File: src/rtl/apa102_shift_out.sv
// rtl/apa102_shift_out.sv - APA102 frame serializer paced by divider bit_clk ticks
module apa102_shift_out #(
    parameter int NUM_PIXELS = 8,
    parameter int END_BITS   = 32
) (
    input  logic        clk,
    input  logic        resetn,
    input  logic        bit_clk,
    input  logic        pix_valid,
    output logic        pix_ready,
    input  logic [23:0] pix_rgb,
    input  logic [4:0]  pix_bright,
    output logic        led_clk,
    output logic        led_data,
    output logic        busy
);
    localparam int MAXB = (END_BITS > 32) ? END_BITS : 32;
    localparam int BW   = $clog2(MAXB);
    localparam int PW   = $clog2(NUM_PIXELS + 1);
    localparam logic [BW-1:0] FIELD_LAST = BW'(31);
    localparam logic [BW-1:0] END_LAST   = BW'(END_BITS - 1);
    localparam logic [PW-1:0] PIX_TOTAL  = PW'(NUM_PIXELS);

    if (NUM_PIXELS < 1) begin : g_bad_num_pixels
        $error("NUM_PIXELS must be at least 1");
    end
    if (END_BITS < (NUM_PIXELS + 1) / 2) begin : g_bad_end_bits
        $error("END_BITS must be at least ceil(NUM_PIXELS/2)");
    end

    typedef enum logic [2:0] {S_IDLE, S_START, S_PIXEL, S_STALL, S_END} state_t;

    state_t          state_q, state_d;
    logic            bit_clk_q;
    logic            phase_q, phase_d;
    logic [BW-1:0]   bit_cnt_q, bit_cnt_d;
    logic [PW-1:0]   pix_cnt_q, pix_cnt_d;
    logic [31:0]     shift_q, shift_d;
    logic            led_clk_q, led_clk_d;
    logic            led_data_q, led_data_d;
    logic            busy_q, busy_d;
    logic            tick, try_load, ready_c;
    logic [31:0]     word;

    assign tick = bit_clk & ~bit_clk_q;
    assign word = {3'b111, pix_bright, pix_rgb[7:0], pix_rgb[15:8], pix_rgb[23:16]};

    always_comb begin
        state_d    = state_q;
        phase_d    = phase_q;
        bit_cnt_d  = bit_cnt_q;
        pix_cnt_d  = pix_cnt_q;
        shift_d    = shift_q;
        led_clk_d  = led_clk_q;
        led_data_d = led_data_q;
        busy_d     = busy_q;
        try_load   = 1'b0;
        ready_c    = 1'b0;
        if (tick) begin
            case (state_q)
                S_IDLE: begin
                    if (pix_valid) begin
                        state_d    = S_START;
                        busy_d     = 1'b1;
                        phase_d    = 1'b0;
                        bit_cnt_d  = '0;
                        led_data_d = 1'b0;
                    end
                end
                S_STALL: try_load = 1'b1;
                S_START, S_PIXEL, S_END: begin
                    phase_d   = ~phase_q;
                    led_clk_d = ~phase_q;
                    if (phase_q) begin
                        bit_cnt_d = bit_cnt_q + 1'b1;
                        case (state_q)
                            S_START: begin
                                led_data_d = 1'b0;
                                if (bit_cnt_q == FIELD_LAST) try_load = 1'b1;
                            end
                            S_PIXEL: begin
                                led_data_d = shift_q[30];
                                shift_d    = shift_q << 1;
                                if (bit_cnt_q == FIELD_LAST) begin
                                    if (pix_cnt_q < PIX_TOTAL) begin
                                        try_load = 1'b1;
                                    end else begin
                                        state_d    = S_END;
                                        led_data_d = 1'b1;
                                        bit_cnt_d  = '0;
                                    end
                                end
                            end
                            default: begin
                                led_data_d = 1'b1;
                                if (bit_cnt_q == END_LAST) begin
                                    state_d    = S_IDLE;
                                    led_data_d = 1'b0;
                                    busy_d     = 1'b0;
                                    pix_cnt_d  = '0;
                                    bit_cnt_d  = '0;
                                end
                            end
                        endcase
                    end
                end
                default: state_d = S_IDLE;
            endcase
            // Underrun parks in STALL with the clock low; the strip only cares about rising edges.
            if (try_load) begin
                ready_c   = 1'b1;
                bit_cnt_d = '0;
                phase_d   = 1'b0;
                led_clk_d = 1'b0;
                if (pix_valid) begin
                    shift_d    = word;
                    led_data_d = 1'b1;
                    pix_cnt_d  = pix_cnt_q + 1'b1;
                    state_d    = S_PIXEL;
                end else begin
                    state_d    = S_STALL;
                    led_data_d = led_data_q;
                end
            end
        end
    end

    always_ff @(posedge clk) begin
        bit_clk_q <= bit_clk;
        if (!resetn) begin
            state_q    <= S_IDLE;
            phase_q    <= 1'b0;
            bit_cnt_q  <= '0;
            pix_cnt_q  <= '0;
            shift_q    <= '0;
            led_clk_q  <= 1'b0;
            led_data_q <= 1'b0;
            busy_q     <= 1'b0;
        end else begin
            state_q    <= state_d;
            phase_q    <= phase_d;
            bit_cnt_q  <= bit_cnt_d;
            pix_cnt_q  <= pix_cnt_d;
            shift_q    <= shift_d;
            led_clk_q  <= led_clk_d;
            led_data_q <= led_data_d;
            busy_q     <= busy_d;
        end
    end

    assign pix_ready = resetn & ready_c;
    assign led_clk   = led_clk_q;
    assign led_data  = led_data_q;
    assign busy      = busy_q;
endmodule
File: config.mk
export PLATFORM = sky130hd
export DESIGN_NAME = apa102_shift_out
export DESIGN_NICKNAME = d
export VERILOG_FILES = /design/src/rtl/apa102_shift_out.sv
export SDC_FILE = /design/constraint.sdc
export NUM_CORES = 1
export LEC_CHECK = 0
export CAP_MARGIN = 25
export CORE_MARGIN = 10
export CORE_UTILIZATION = 52
export DETAILED_ROUTE_END_ITERATION = 10
export DONT_BUFFER_PORTS = 1
export PLACE_DENSITY = 0.78
export SLEW_MARGIN = 20
export SYNTH_ARGS = -nofsm -noshare
export SYNTH_HDL_FRONTEND = slang
export SYNTH_SLANG_ARGS = --single-unit
File: constraint.sdc
create_clock -name clk -period 6.69 [get_ports clk]
set_input_delay 1.338 -clock clk [delete_from_list [all_inputs] [get_ports clk]]
set_output_delay 1.338 -clock clk [all_outputs]
set_load 0.02 [all_outputs]
==> results of run 1 <==
[cells by family after synthesis]
logic type               after synthesis  synth area share [%]
multiplexers                           1                 0.391
adder cells (fa/ha/maj)                4                  1.95
AO/OA/AOI/OAI                        112                  35.1
buffers and inverters                 31                  5.08
flip-flops                            48                  37.5
XOR/XNOR                               2                 0.684
AND/OR/NAND/NOR                       99                  19.3
[sequential cells by signal, indices dropped and copies added, names as in the netlist]
register / count
phase_q: 1
led_data: 1
shift_q: 31
pix_cnt_q: 4
state_q: 3
bit_clk_q: 1
led_clk: 1
bit_cnt_q: 5
busy: 1
[metal layers]
layer / vias to the layer above / GRT usage (%)
met3: 10 / 5.07
met2: 109 / 23.5
met1: 1112 / 19.2
li1: 1134 / -
met4: 0 / 5.44
met5: - / 0
[how the worst max path moves through the flow]
stage	start	slack [ns]	to
2_1_floorplan	resetn	2.65	pix_ready
3_3_place_gp	bit_clk	3.31	pix_ready
3_5_place_dp	bit_clk	3.34	pix_ready
4_1_cts	bit_cnt_q[0]$_SDFFE_PN0P_	2.99	pix_ready
5_1_grt	bit_cnt_q[0]$_SDFFE_PN0P_	2.85	pix_ready
6_report	bit_cnt_q[0]$_SDFFE_PN0P_	2.99	pix_ready
[critical path, delay by kind of cell (launching register included)]
kind / cells / cell delay [ns]
buffers and inverters: 1 / 0.20
and+or+nand+nor: 3 / 0.58
DFF: 1 / 0.34
AOI/OAI and AO/OA: 1 / 0.45
adders and majority gates: 2 / 0.50
[through the flow]
stage | power (W) | area [um2] | worst slack (ns)
floorplan | 0.000322 | 2560 | 2.65
global placement | 0.000328 | 2590 | 3.31
detailed placement | 0.000328 | 2590 | 3.34
CTS | 0.000514 | 2690 | 2.99
global route | 0.000530 | 2690 | 2.85
finish | 0.000507 | 2690 | 2.99
[synthesized netlist by cell type (3+ instances only)]
cell type	n	area share [%]
nand3_1	8	1.6
nor2_1	39	5.7
nor3_1	3	0.59
ha_1	4	2.0
a221oi_1	29	9.9
dfxtp_1	48	37
a31o_2	3	1.0
o21ai_0	10	2.0
inv_1	3	0.44
nand2b_1	9	2.2
nand2_1	16	2.3
clkbuf_1	20	2.9
a32o_1	28	11
and3_1	3	0.73
buf_2	4	0.78
nor2b_1	3	0.73
a21oi_1	18	3.5
[final cells by class]
type	instances	area share, %
clock buffers	6	3.07
clock inverters	2	0.512
inverters	4	0.559
multi-input cells	218	55.3
flip-flops and latches	48	35.8
well taps	67	3.12
repair buffers	6	1.68
[power breakdown]
group          switching [W]  total [W]  leakage [nW]  internal [W]
sequential        0.00000594   0.000294         0.387      0.000288
clock               0.000101   0.000185        0.0516     0.0000847
combinational      0.0000186  0.0000278         0.465    0.00000923
==> results.json, run 1 <==
{
  "cp_slowest_stage_delay_ns": 0.45,
  "synth_area_mm2": 0.00256,
  "grt_max_degree": 37,
  "wire_per_inst_um": 18.4,
  "power_density_mw_per_mm2": 189,
  "skew_ns": 0.00894,
  "ff_latch_area_um2": 961,
  "row_count": 25,
  "antenna_found_initial": 0,
  "rsz0062_at_grt": "false",
  "die_y_um": 90.2,
  "cts_tree": "done",
  "n_antenna_cell": 0,
  "p_leak_nw": 0.904,
  "synthArstFlopShare_pct": 0,
  "gp_congestion": 0.936,
  "slew-limit-headroom_pct": 36.3,
  "critPathLaunchType": "register",
  "wl_um": 6450,
  "status": "finished, final reports clean",
  "avgSynthCellArea_um2": 8.63,
  "r2r_end": "shift_q[9]$_SDFFE_PN0P_",
  "crit_type": "register to output pin",
  "path_cells": "ha_1 -> and3_1 -> ha_1 -> and4b_1 -> a211oi_2 -> nor4_1 -> buf_4",
  "postCtsSetupBuffers": 0,
  "crit_path_top_delay_cell": "a211oi_2",
  "synth_fp_nets": 334,
  "synth_seq_cells": 48,
  "min_to": "shift_q[0]$_SDFFE_PN0P_",
  "drt_drc_violations_left": 0,
  "grt-ovfl-total": 0,
  "start_util_pct": 53.9,
  "hp-class": "register to register",
  "critPathRequiredTime_ns": 5.35,
  "fin_nets": 320,
  "hold_buffers": 0,
  "dp.final_hpwl_um": 4270,
  "grt_pass1_vias": 2076,
  "ys_types": 55,
  "final_util_pct": 56.5,
  "areaGrowthSynthToFinish_pct": 4.83,
  "worst-slew-pin-transition_ns": 0.955,
  "hold-worst-slack_ns": 0.483,
  "cp-end-kind": "output pin",
  "clk_pin_slew_ns": 0.09,
  "arrival_ns": 2.37,
  "tns_ns": 0,
  "worst_ir_drop_vdd_uv": 144,
  "cts_buffers": 5,
  "drt_iter0_drc": 253,
  "place_inst": 343,
  "first_pass_iters": 5,
  "design.core.area_mm2": 0.00475,
  "multi_input_area_mm2": 0.00149,
  "num_io_pins": 37,
  "final_cell_mix": "dfxtp_1 (48), nor2_1 (39), a32o_1 (28), a221oi_1 (28), a21oi_1 (18)",
  "finalSetupViolations": 0,
  "ys_warn_count": 0,
  "fin_crit_ns": 3.70,
  "cts_resized": 0,
  "layout_commonest_cell": "dfxtp_1",
  "max_cap_viol_count": 0,
  "clock_sinks": 48,
  "final_hold_viol_count": 0,
  "die-area_mm2": 0.00814,
  "ys_seq_area_share_pct": 37.5,
  "syn_inst": 297,
  "reg2reg_slack_ns": 3.75,
  "drive_gt1_share_pct": 8.45,
  "hp-start": "shift_q[0]$_SDFFE_PN0P_",
  "insertion_delay_ns": 0.30,
  "wl_met2_um": 3010,
  "drtAntennaViolNets": 0,
  "vias": 2365,
  "clockBufferDepth": 2,
  "synth_ff_type": "dfxtp_1",
  "cts_root_buf": "clkbuf_8",
  "period_share_pct": 55.4,
  "r2r_start": "bit_cnt_q[0]$_SDFFE_PN0P_",
  "path_common_cell": "ha_1",
  "wl_met3_um": 576,
  "grt_usage_pct": 15.2,
  "worstHoldPathCells": 2,
  "fmax_ghz": 0.270,
  "worstPathMaxFanout": 8,
  "slew_violations": 0,
  "wl_met1_um": 2760,
  "grt_pass1_wl_um": 10600,
  "rr_worst_depth": 9,
  "top_layer_used": "met4",
  "drt-vias-per-instance": 6.74,
  "htreeDepth": 2,
  "final_cells": 351,
  "die_w_um": 90.2,
  "io_buffers": 0,
  "synth-edff-count": 0,
  "filler_cell_count": 444
}
Note: power is estimated with default switching activity, not from simulation.
==> run 2: changes to the inputs <==
PLACE_DENSITY = 0.81   (was 0.78)
clock period = 3.4 ns   (was 6.69 ns; I/O delays follow)
==> run 2 against run 1 <==
Compared with the run above: count of clock-buffer cells in the layout up 1; die area unchanged; final cell count up 1.4%; sequential power up 96%; worst setup slack worse by 2.7 ns; largest cell class unchanged.
==> results.json, run 2 (synthesis results as in run 1) <==
{
  "tns_ns": 0,
  "cp_slowest_stage_delay_ns": 0.45,
  "io_buffers": 0,
  "power_density_mw_per_mm2": 366,
  "die-area_mm2": 0.00814,
  "cts_buffers": 5,
  "areaGrowthSynthToFinish_pct": 5.96,
  "clockBufferDepth": 2,
  "worst_ir_drop_vdd_uv": 229,
  "place_area_mm2": 0.00262,
  "hp-class": "input port to register",
  "crit_path_top_delay_cell": "a211oi_2",
  "wl_um": 6560,
  "cts_resized": 0,
  "cp-end-kind": "output pin",
  "htreeDepth": 2,
  "die_w_um": 90.2,
  "p_leak_nw": 0.918,
  "die_y_um": 90.2,
  "antenna_found_initial": 0,
  "critPathRequiredTime_ns": 2.72,
  "switching_power_w": 0.000242,
  "critPathLaunchType": "register",
  "start_util_pct": 53.9,
  "insertion_delay_ns": 0.30,
  "row_count": 25,
  "arrival_ns": 2.39,
  "path_common_cell": "ha_1",
  "cts_tree": "done",
  "crit_type": "register to output pin",
  "grt_pass1_vias": 2173,
  "n_antenna_cell": 0,
  "fin_crit_ns": 3.07,
  "design_area_mm2": 0.00272,
  "clock_sinks": 48,
  "place_inst": 348,
  "fmax_ghz": 0.325,
  "drt-vias-per-instance": 6.85,
  "grt_max_degree": 36,
  "reg2reg_slack_ns": 0.76,
  "p_seq_share_pct": 57.9,
  "clkPwrFrac_pct": 36.0,
  "worst-slew-pin-transition_ns": 0.914,
  "final_cell_mix": "dfxtp_1 (48), nor2_1 (39), a32o_1 (28), a221oi_1 (28), a21oi_1 (18)",
  "vias": 2438,
  "final_cells": 356,
  "reg_top3": "shift_q (31), bit_cnt_q (5), pix_cnt_q (4)",
  "dp.final_hpwl_um": 4380,
  "clk_pin_slew_ns": 0.09,
  "worstPathMaxFanout": 8,
  "filler_cell_count": 429,
  "postCtsSetupBuffers": 0,
  "wire_per_inst_um": 18.4,
  "largest_register_ffs": 31,
  "status": "finished, final reports clean",
  "rsz0062_at_grt": "false",
  "slew-limit-headroom_pct": 39.1,
  "final_hold_viol_count": 0,
  "swShare_pct": 24.4,
  "slew_violations": 0,
  "gp_congestion": 0.962,
  "largest_register": "shift_q",
  "drt_iter0_drc": 270,
  "design.core.area_mm2": 0.00475,
  "period_share_pct": 90.4,
  "grt_pass1_wl_um": 10700,
  "drive_gt1_share_pct": 9.34,
  "finalSetupViolations": 0,
  "fin_nets": 325,
  "combPwrFrac_pct": 6.1,
  "layout_commonest_cell": "dfxtp_1",
  "grt_usage_pct": 15.3,
  "path_cells": "ha_1 -> and3_1 -> ha_1 -> and4b_1 -> a211oi_2 -> nor4_1 -> buf_2",
  "cts_root_buf": "clkbuf_8",
  "num_io_pins": 37,
  "grt-ovfl-total": 0,
  "drtAntennaViolNets": 0,
  "max_cap_viol_count": 0,
  "drt_drc_violations_left": 0,
  "power.internal_w": 0.000752,
  "hold_buffers": 0,
  "skew_ns": 0.0110,
  "final_util_pct": 57.1,
  "first_pass_iters": 5
}
[run 2: area by class of cell]
class                      instances  area (um2)  share of cell area (%)
sequential                        48         961                    35.4
tap                               67        83.8                    3.09
timing repair buffer              11        76.3                    2.81
multi-input combinational        218        1490                    54.7
clock inverter                     1        7.51                   0.276
inverter                           4        15.0                   0.553
clock buffer                       7        86.3                    3.18
[run 2: metrics by stage]
step,worst slack (ns),power (W),hold WS [ns]
floorplan,0.627,0.000634,0.436
global placement,0.371,0.000647,0.458
detailed placement,0.680,0.000648,0.462
CTS,0.350,0.00100,0.397
global route,0.155,0.00103,0.388
finish,0.327,0.000994,0.403
[run 2: path summary, 6_finish.rpt]
check / endpoint / start / cells after the start
setup reg to reg: pix_cnt_q[3]$_SDFFE_PN0P_ / bit_cnt_q[0]$_SDFFE_PN0P_ / 8
hold / removal: bit_clk_q$_DFF_P_ / bit_clk / 0
setup / recovery: pix_ready / bit_cnt_q[0]$_SDFFE_PN0P_ / 7
hold reg to reg: shift_q[0]$_SDFFE_PN0P_ / shift_q[0]$_SDFFE_PN0P_ / 2
[run 2: routing by layer]
layer / track usage [%] / vias up / share of wire [%]
met2: 23.5 / 104 / 47
met5: 0 / - / 0
met4: 3.98 / 0 / 1.1
met1: 19.8 / 1179 / 43
met3: 5.40 / 11 / 8.9
li1: - / 1144 / -
[run 2: worst max-delay path, delay by kind of cell, from the launching register on]
family | cells | cell delay [ns]
buf+inv | 1 | 0.19
flops | 1 | 0.34
compound gates | 1 | 0.45
fa+ha+maj | 2 | 0.51
simple gates | 3 | 0.60
[run 2: power groups by stage]
stage	logic, W	clock network (W)	registers [W]
after floorplan	0.0000470	0	0.000587
after global placement	0.0000587	0	0.000588
after detailed placement	0.0000592	0	0.000589
after CTS	0.0000594	0.000367	0.000576
after global routing	0.0000663	0.000389	0.000577
final	0.0000602	0.000358	0.000576
